`src/rtl/cpu_dbg_pkg.sv`:
```
// Shared types for the CPU trace recorder: FSM states, ctrl-field layout, entry shape.
// Imported by the trace buffer top, its RAM and the bench.
package cpu_dbg_pkg;

  typedef enum logic [1:0] {
    ST_IDLE    = 2'd0,
    ST_CAPTURE = 2'd1,
    ST_POST    = 2'd2,
    ST_DRAIN   = 2'd3
  } trace_state_e;

  // ctrl = {ALUctrl[2:0], ALUsrc, MemWr, RegWr, RegDst, nPC_sel, jump, zero}
  localparam int TRACE_CTRL_W    = 10;
  localparam int CTRL_ALUCTRL_HI = 9;
  localparam int CTRL_ALUCTRL_LO = 7;
  localparam int CTRL_ALUSRC     = 6;
  localparam int CTRL_MEMWR      = 5;
  localparam int CTRL_REGWR      = 4;
  localparam int CTRL_REGDST     = 3;
  localparam int CTRL_NPC_SEL    = 2;
  localparam int CTRL_JUMP       = 1;
  localparam int CTRL_ZERO       = 0;

  localparam int TRACE_PC_W   = 32;
  localparam int TRACE_DATA_W = 32;

  typedef struct packed {
    logic [TRACE_PC_W-1:0]   pc;
    logic [TRACE_DATA_W-1:0] instr;
    logic [TRACE_DATA_W-1:0] ans;
    logic [TRACE_CTRL_W-1:0] ctrl;
  } trace_entry_t;

  function automatic int trace_entry_w(input int pc_w, input int data_w, input int ctrl_w);
    return pc_w + 2 * data_w + ctrl_w;
  endfunction

endpackage

```
`src/rtl/trace_ram.sv`:
```
// DEPTH x W register array: one synchronous write port, one asynchronous read port.
// Write lands on the clock edge; read is combinational from i_raddr, no backpressure.
module trace_ram
  import cpu_dbg_pkg::*;
#(
  parameter  int DEPTH = 16,
  parameter  int W     = 106,
  localparam int AW    = $clog2(DEPTH)
) (
  input  logic          clk,
  input  logic          i_we,
  input  logic [AW-1:0] i_waddr,
  input  logic [W-1:0]  i_wdata,
  input  logic [AW-1:0] i_raddr,
  output logic [W-1:0]  o_rdata
);

  logic [W-1:0] r_mem [DEPTH];

  always_ff @(posedge clk) begin
    if (i_we) r_mem[i_waddr] <= i_wdata;
  end

  assign o_rdata = r_mem[i_raddr];

endmodule

```
`src/rtl/cpu_trace_buffer.sv`:
```
// Circular trace of CPU cycles that freezes post_count samples after a trigger, then drains oldest-first.
// rd_data is zero-latency from the read pointer; rd_valid/rd_data hold while rd_ready=0.
module cpu_trace_buffer
  import cpu_dbg_pkg::*;
#(
  parameter  int DEPTH  = 16,
  parameter  int PC_W   = 32,
  parameter  int DATA_W = 32,
  parameter  int CTRL_W = TRACE_CTRL_W,
  localparam int AW     = $clog2(DEPTH),
  localparam int EW     = trace_entry_w(PC_W, DATA_W, CTRL_W)
) (
  input  logic              clk,
  input  logic              reset,
  input  logic              sample_en,
  input  logic [PC_W-1:0]   pc_in,
  input  logic [DATA_W-1:0] instr_in,
  input  logic [DATA_W-1:0] ans_in,
  input  logic [CTRL_W-1:0] ctrl_in,
  input  logic              arm,
  input  logic              abort,
  input  logic              trig_en,
  input  logic [PC_W-1:0]   trig_pc,
  input  logic              force_trig,
  input  logic [AW-1:0]     post_count,
  output logic              rd_valid,
  input  logic              rd_ready,
  output logic [EW-1:0]     rd_data,
  output logic              rd_last,
  output logic              busy,
  output logic              triggered,
  output logic              wrapped
);

  localparam logic [AW:0]   DEPTH_L = (AW + 1)'(DEPTH);
  localparam logic [AW-1:0] PTR_MAX = AW'(DEPTH - 1);

  trace_state_e  r_state, w_state_nxt;
  logic [AW-1:0] r_wr_ptr, r_rd_ptr, r_post_cnt;
  logic [AW:0]   r_rd_cnt;
  logic          r_wrapped, r_triggered, r_force_pend;

  logic          w_capturing, w_we, w_pc_hit, w_trig, w_xfer, w_last;
  logic          w_wrapped_nxt, w_enter_drain;
  logic [AW-1:0] w_wr_ptr_nxt;
  logic [AW:0]   w_n;
  logic [EW-1:0] w_wr_entry, w_rd_entry;

  assign w_capturing = (r_state == ST_CAPTURE) || (r_state == ST_POST);
  assign w_we        = w_capturing && sample_en && !abort;
  assign w_pc_hit    = trig_en && (pc_in == trig_pc);
  // A force pulse that arrives without a sample waits for the next sampled cycle.
  assign w_trig      = (r_state == ST_CAPTURE) && sample_en && !abort &&
                       (w_pc_hit || force_trig || r_force_pend);

  assign w_wr_ptr_nxt  = w_we ? (r_wr_ptr + AW'(1)) : r_wr_ptr;
  assign w_wrapped_nxt = r_wrapped || (w_we && (r_wr_ptr == PTR_MAX));

  assign w_n    = r_wrapped ? DEPTH_L : {1'b0, r_wr_ptr};
  assign w_last = (r_rd_cnt == (w_n - (AW + 1)'(1)));

  assign rd_valid = (r_state == ST_DRAIN) && !abort;
  assign rd_last  = rd_valid && w_last;
  assign w_xfer   = rd_valid && rd_ready;
  assign rd_data  = w_rd_entry;

  assign busy      = (r_state != ST_IDLE);
  assign triggered = r_triggered;
  assign wrapped   = r_wrapped;

  assign w_wr_entry    = {pc_in, instr_in, ans_in, ctrl_in};
  assign w_enter_drain = (w_state_nxt == ST_DRAIN) && (r_state != ST_DRAIN);

  always_comb begin
    w_state_nxt = r_state;
    unique case (r_state)
      ST_IDLE:    if (arm) w_state_nxt = ST_CAPTURE;
      ST_CAPTURE: if (w_trig) w_state_nxt = (r_post_cnt == '0) ? ST_DRAIN : ST_POST;
      ST_POST:    if (w_we && (r_post_cnt == AW'(1))) w_state_nxt = ST_DRAIN;
      ST_DRAIN:   if (w_xfer && w_last) w_state_nxt = ST_IDLE;
      default:    w_state_nxt = ST_IDLE;
    endcase
    if (abort && (r_state != ST_IDLE)) w_state_nxt = ST_IDLE;
  end

  always_ff @(posedge clk or posedge reset) begin
    if (reset) begin
      r_state      <= ST_IDLE;
      r_wr_ptr     <= '0;
      r_rd_ptr     <= '0;
      r_post_cnt   <= '0;
      r_rd_cnt     <= '0;
      r_wrapped    <= 1'b0;
      r_triggered  <= 1'b0;
      r_force_pend <= 1'b0;
    end else begin
      r_state <= w_state_nxt;

      if ((r_state == ST_IDLE) && arm) begin
        r_wr_ptr     <= '0;
        r_wrapped    <= 1'b0;
        r_triggered  <= 1'b0;
        r_force_pend <= 1'b0;
        r_post_cnt   <= post_count;
      end else begin
        r_wr_ptr  <= w_wr_ptr_nxt;
        r_wrapped <= w_wrapped_nxt;
      end

      if ((r_state == ST_CAPTURE) && !abort) begin
        if (w_trig) begin
          r_triggered  <= 1'b1;
          r_force_pend <= 1'b0;
        end else if (force_trig) begin
          r_force_pend <= 1'b1;
        end
      end

      if ((r_state == ST_POST) && w_we) r_post_cnt <= r_post_cnt - AW'(1);

      // Oldest retained entry sits at the write pointer once the ring has wrapped.
      if (w_enter_drain) begin
        r_rd_ptr <= w_wrapped_nxt ? w_wr_ptr_nxt : '0;
        r_rd_cnt <= '0;
      end else if (w_xfer) begin
        r_rd_ptr <= r_rd_ptr + AW'(1);
        r_rd_cnt <= r_rd_cnt + (AW + 1)'(1);
      end
    end
  end

  trace_ram #(
    .DEPTH (DEPTH),
    .W     (EW)
  ) u_ram (
    .clk     (clk),
    .i_we    (w_we),
    .i_waddr (r_wr_ptr),
    .i_wdata (w_wr_entry),
    .i_raddr (r_rd_ptr),
    .o_rdata (w_rd_entry)
  );

endmodule

```
`config.mk`:
```
export PLATFORM = sky130hd
export DESIGN_NAME = cpu_trace_buffer
export DESIGN_NICKNAME = d
export VERILOG_FILES = /design/src/rtl/cpu_dbg_pkg.sv /design/src/rtl/trace_ram.sv /design/src/rtl/cpu_trace_buffer.sv
export SDC_FILE = /design/constraint.sdc
export NUM_CORES = 2
export LEC_CHECK = 0
export CAP_MARGIN = 20
export CORE_ASPECT_RATIO = 1.4
export CORE_MARGIN = 4
export CORE_UTILIZATION = 50
export CTS_CLUSTER_DIAMETER = 150
export DETAILED_ROUTE_END_ITERATION = 10
export GPL_TIMING_DRIVEN = 0
export HOLD_SLACK_MARGIN = 0.1
export PLACE_DENSITY = 0.8
export SLEW_MARGIN = 20
export SYNTH_ARGS = -nofsm -noshare
export SYNTH_HDL_FRONTEND = slang
export SYNTH_SLANG_ARGS = --single-unit
```
`constraint.sdc`:
```
create_clock -name clk -period 15.1 [get_ports clk]
set_input_delay 1.51 -clock clk [delete_from_list [all_inputs] [get_ports clk]]
set_output_delay 1.51 -clock clk [all_outputs]
set_load 0.05 [all_outputs]
```
Word level (Yosys, flattened, before mapping)
Memories as Yosys holds them, arrays and structs flattened. Index checks and enable logic that the tools add are counted.

Register bits: 22. RAM bits: 1696. Input bits: 150. Output and inout port bits: 111. Word-level logic and storage cells: 77. Memories kept: 1.

Add/sub/neg operators: 5. Equality and inequality tests: 9. Muxes and demuxes: 27. Reduce and logical (&&, ||, !) cells: 27.

Memories: u_ram.r_mem (words 16, width 106, rd ports 1, clocked after Yosys merged registers in 0, wr ports 1, line trace_ram.sv:18) `logic [W-1:0] r_mem [DEPTH];`.

Operators with widths (count): 32-bit equality test (1); 4-bit 2-to-1 mux (7); 1-bit logical AND (17); 5-bit 2-to-1 mux (3); 1-bit 2-to-1 mux (11); 2-bit 2-to-1 mux (5); 4-bit by 1-bit adder with 4-bit output, second input constant (2); 2-bit case mux with 4 select lines (1); 2-bit equality test, second input constant (3); 2-bit nonzero test (3); 5-bit by 1-bit adder with 5-bit output, second input constant (1); 5-bit equality test (1); 5-bit by 1-bit subtractor with 5-bit output, second input constant (1); 4-bit by 1-bit equality test with 1-bit output, second input constant (1); 4-bit equality test, second input constant (1); 4-bit zero test (1); 1-bit logical OR (4); 4-bit by 1-bit subtractor with 4-bit output, second input constant (1); 2-bit by 1-bit equality test with 1-bit output, second input constant (1); 2-bit zero test (1); 2-bit != test, second input constant (1); 1-bit zero test (1).

Depth between registers and ports, before layout
Depth in word-level cells: 11. Gate-level depth with buffers: 10. Gate-level depth less buffers: 9.

Cells and area by module
Synthesis repeated with hierarchy kept, for this count alone.

Cell total of the unflattened synthesis: 2819. Area total of the unflattened synthesis: 65295.1 µm².

By module, submodules not included: trace_ram (times used 1, cells each 2606, area each 63422.1 µm², seq. area each 50928.8 µm²); cpu_trace_buffer (times used 1, cells each 213, area each 1873.0 µm², seq. area each 550.5 µm²).

Worst setup path after synthesis
Ideal clock, no wire load.

Kind: input port to flip-flop. From: input port abort. To: memory u_ram.r_mem[3][0] (enable). Arrival: 9.186 ns. Required time: 14.400 ns. Path slack: 5.213 ns. Stages: 4. Buffers on the path: 1. Path through: and3b_1 > buf_2 > nand2_1 > nor3_1.

Word-level cells in the longest chain between the ends: 4.

Ends and longest elaborated chain: start: declaration (line cpu_trace_buffer.sv:21) `input logic abort,`; 1-bit zero test (line cpu_trace_buffer.sv:50) `assign w_we = w_capturing && sample_en && !abort;`; 1-bit logical AND (line cpu_trace_buffer.sv:50); 1-bit 2-to-1 mux (line trace_ram.sv:21) `if (i_we) r_mem[i_waddr] <= i_wdata;`; 1-bit 2-to-1 mux (implied by the code) (line trace_ram.sv:21); end: declaration (line trace_ram.sv:18).

Every way passes these cells.

Final worst setup path
From: register r_rd_ptr[1]. To: output port rd_data[19].

Word-level cells in the longest chain between the ends: 1.

Ends and longest elaborated chain: start: declaration (line cpu_trace_buffer.sv:39) `logic [AW-1:0] r_wr_ptr, r_rd_ptr, r_post_cnt;`; start signal: assignment (line cpu_trace_buffer.sv:123) `r_rd_ptr <= w_wrapped_nxt ? w_wr_ptr_nxt : '0;`; start signal: assignment (line cpu_trace_buffer.sv:126) `r_rd_ptr <= r_rd_ptr + AW'(1);`; memory read 16 x 106 bit; end: declaration (line cpu_trace_buffer.sv:28) `output logic [EW-1:0] rd_data,`.

Every way passes these cells.

==> flow_summary.toml <==
[placement]
place.gp.congestion = 0.741
pre_cts_slack_ns = 9.29
portBuffers = 260
dp_hpwl_um = 104000
dp_cells = 4736

[detailed_routing]
viasPerCell = 6.26
highest_layer = "met5"
met2WireLength_um = 85400
drc = 0
m1WireLength_um = 57400
wl_met3_um = 16500
drtPass1Iterations = 5
drtAntennaViolNets = 0
wire_per_inst_um = 33.1
wl_um = 166000
vias = 31500
drtIter0Drc = 4591

[clock_network]
clock_sinks = 1718
cts_hold_buf = 0
cts.clk_slew.worst_paths_ns = 0.06
worstSkewPairLatency_ns = 0.77
cts_tree = "done"
cts_resized = 0
post_cts_buffers = 0
clock_path_buffers = 3
h-tree-depth = 4
root_buffer = "clkbuf_16"
numCtsBuffers = 155

[power_and_ir_drop]
powerDensity_nw_per_um2 = 151
pwr-share-clk = 0.336
power_frac_comb = 0.206
p_seq_frac = 0.458
ir_worst_vdd_uv = 113
intPower_w = 0.00860
swShare = 0.267
switching_power_w = 0.00313
leakagePower_nw = 23.9

[synth]
ys.flop_type = "edfxtp_1"
avgSynthCellArea_um2 = 25.3
ys_types = 42
yosys_warnings = 0
synth_area_leaders = "edfxtp_1 (78%), mux4_2 (18%), dfrtp_1 (0.84%)"
syn_nets = 2754
ys_ff_latch = 1718
synth.most_common_cell = "edfxtp_1"
postSynthCellCount = 2589
synthArstFlopShare = 0.0128
yosys.area.top_type = "edfxtp_1"
synth_top_area_frac = 0.778
synth_edf_count = 1696
synthTopCellsByCount = "edfxtp_1 (1696), mux4_2 (530), clkbuf_1 (67), xnor2_1 (39), nor2_1 (35)"
synthesis.area_um2 = 65500
yosysSeqAreaShare = 0.786

[min_path]
hold_path_end = "triggered"
min-delay-start = "triggered"
hold_class = "register to register"
whs_path_depth = 1

[die]
coreArea_um2 = 130000
fp.dieH_um = 436
die_x_um = 314
dieArea_um2 = 137000
placementRows = 156
ios = 261
initial_core_util = 0.505

[global_route]
grt_max_degree = 23
grt_pass1_vias = 32800
grt_antenna_before_repair = 26
grt.overflow.total = 0
grt_usage = 0.245
grt_pass1_wl_um = 238000

[sta]
setup_violations = 0
skew_ns = 0.0146
fin_crit_ns = 6.35
slew_viol_final = 0
hold_violations = 0
slew_headroom = 0.315
setup_ws_ns = 8.75
tightest_slew_ns = 1.03
period_share = 0.421
clock.fmax_mhz = 157
rsz0062_at_grt = "false"

[flow_run]
cap_violations = 0

[worst_setup_path]
cp.arrival_ns = 4.84
reg2reg_slack_ns = 11.32
timing.rr.end = "u_ram.r_mem[3][54]"
cp.required_ns = 13.59
endpoint_kind = "output pin"
startpoint_type = "register"
crit_type = "register to output pin"
reg2reg_from = "r_state[0]"
worst_r2r_path_depth = 11
critPathMaxFanout = 10

[layout]
num-fill-cells = 8611
stdcell_count = 5034
areaGrowthSynthToFinish_pct = 19.0
num-nets-final = 3320
layout-drive-gt1-share = 0.305
multi_input_area_um2 = 13400
register_area_um2 = 51500

[status]
status = "complete, no violations"
-- routing by layer --
| layer | up-vias | track usage |
|---|---|---|
| met3 | 340 | 0.0615 |
| met1 | 16700 | 0.312 |
| met2 | 2032 | 0.407 |
| met4 | 16 | 0.102 |
| li1 | 12400 | - |
| met5 | - | 0 |
-- layout by cell type (no fill, tap or decap), types with 9 or more instances in the layout --
master           netlist  routed
buf_4                  2      59
clkbuf_1              67      80
buf_2                 33      35
inv_1                  9       9
clkinv_1               0      23
clkinv_2               0      32
mux4_2               530     530
bufinv_16              0      13
buf_12                 0      44
nor2_1                35      23
xnor2_1               39      38
clkbuf_16              0     164
nand2_1               24      24
edfxtp_1            1696    1696
nand4_1               13      13
clkbuf_2               0      11
clkinvlp_4             0      11
nor3_1                13       9
dfrtp_1               22      22
nor2_4                 0      12
buf_16                 0      34
ha_1                  15      15
clkdlybuf4s50_1        0     260
diode_2                0      16
buf_6                 16      30
-- per-stage QoR --
stage	utilization	total power, W	TNS [ns]	hold WS, ns	cell area (um2)
2_1_floorplan	-	0.00709	0	0.492	65500
3_3_place_gp	0.542	0.00786	-1786.68	0.472	70200
3_5_place_dp	0.561	0.00789	0	0.490	72800
4_1_cts	0.601	0.0118	0	0.507	77800
5_1_grt	0.601	0.0121	0	0.531	77900
6_report	0.601	0.0117	0	0.497	77900
-- worst max-delay path by stage --
stage	start	endpoint	slack, ns
CTS	r_rd_ptr[3]	rd_data[101]	8.58
detailed placement	pc_in[29]	r_rd_ptr[0]	9.29
global route	r_rd_ptr[1]	rd_data[3]	8.68
global placement	sample_en	u_ram.r_mem[0][53]	-4.27
finish	r_rd_ptr[1]	rd_data[19]	8.75
floorplan	abort	u_ram.r_mem[3][0]	5.21
-- worst max-delay path, cell delays in order, from the launching register on --
cell	delay, ns
dfrtp_1	0.46
buf_2	0.45
clkbuf_2	0.61
buf_1	0.79
mux4_2	0.43
mux4_2	0.56
clkdlybuf4s50_1	0.74
-- logic make-up after synthesis --
group                      Yosys count  share of synthesized area
muxes                              537                      0.184
DFF                               1718                      0.786
AOI/OAI and AO/OA                   27                    0.00268
buffers and inverters              136                     0.0104
adders and majority gates           15                    0.00287
and+or+nand+nor                    109                    0.00788
xor gates and xnor gates            47                    0.00629
-- power by group through the flow --
| stage | clock network, W | registers, W | logic [W] |
|---|---|---|---|
| after floorplan | 0 | 0.00549 | 0.00160 |
| after global placement | 0 | 0.00552 | 0.00234 |
| after detailed placement | 0 | 0.00547 | 0.00242 |
| after CTS | 0.00399 | 0.00537 | 0.00245 |
| after global routing | 0.00419 | 0.00537 | 0.00255 |
| final | 0.00394 | 0.00537 | 0.00242 |
-- area by class of cell --
class                      count  area share
buffer                       126     0.00845
tap                         1738      0.0279
multi-input combinational    735       0.172
antenna                       16    0.000514
clock inverter                91      0.0109
clock buffer                 191      0.0544
timing repair buffer         409      0.0642
inverter                      10    0.000482
sequential                  1718       0.661
-- flip-flops by register name (all words and copies together), names as in the netlist --
register and flops:
r_force_pend 1, r_post_cnt 4, r_rd_cnt 5, r_rd_ptr 4
r_state 2, r_wr_ptr 4, triggered 1, u_ram.r_mem 1696
wrapped 1
Note: power is estimated with default switching activity, not from simulation.
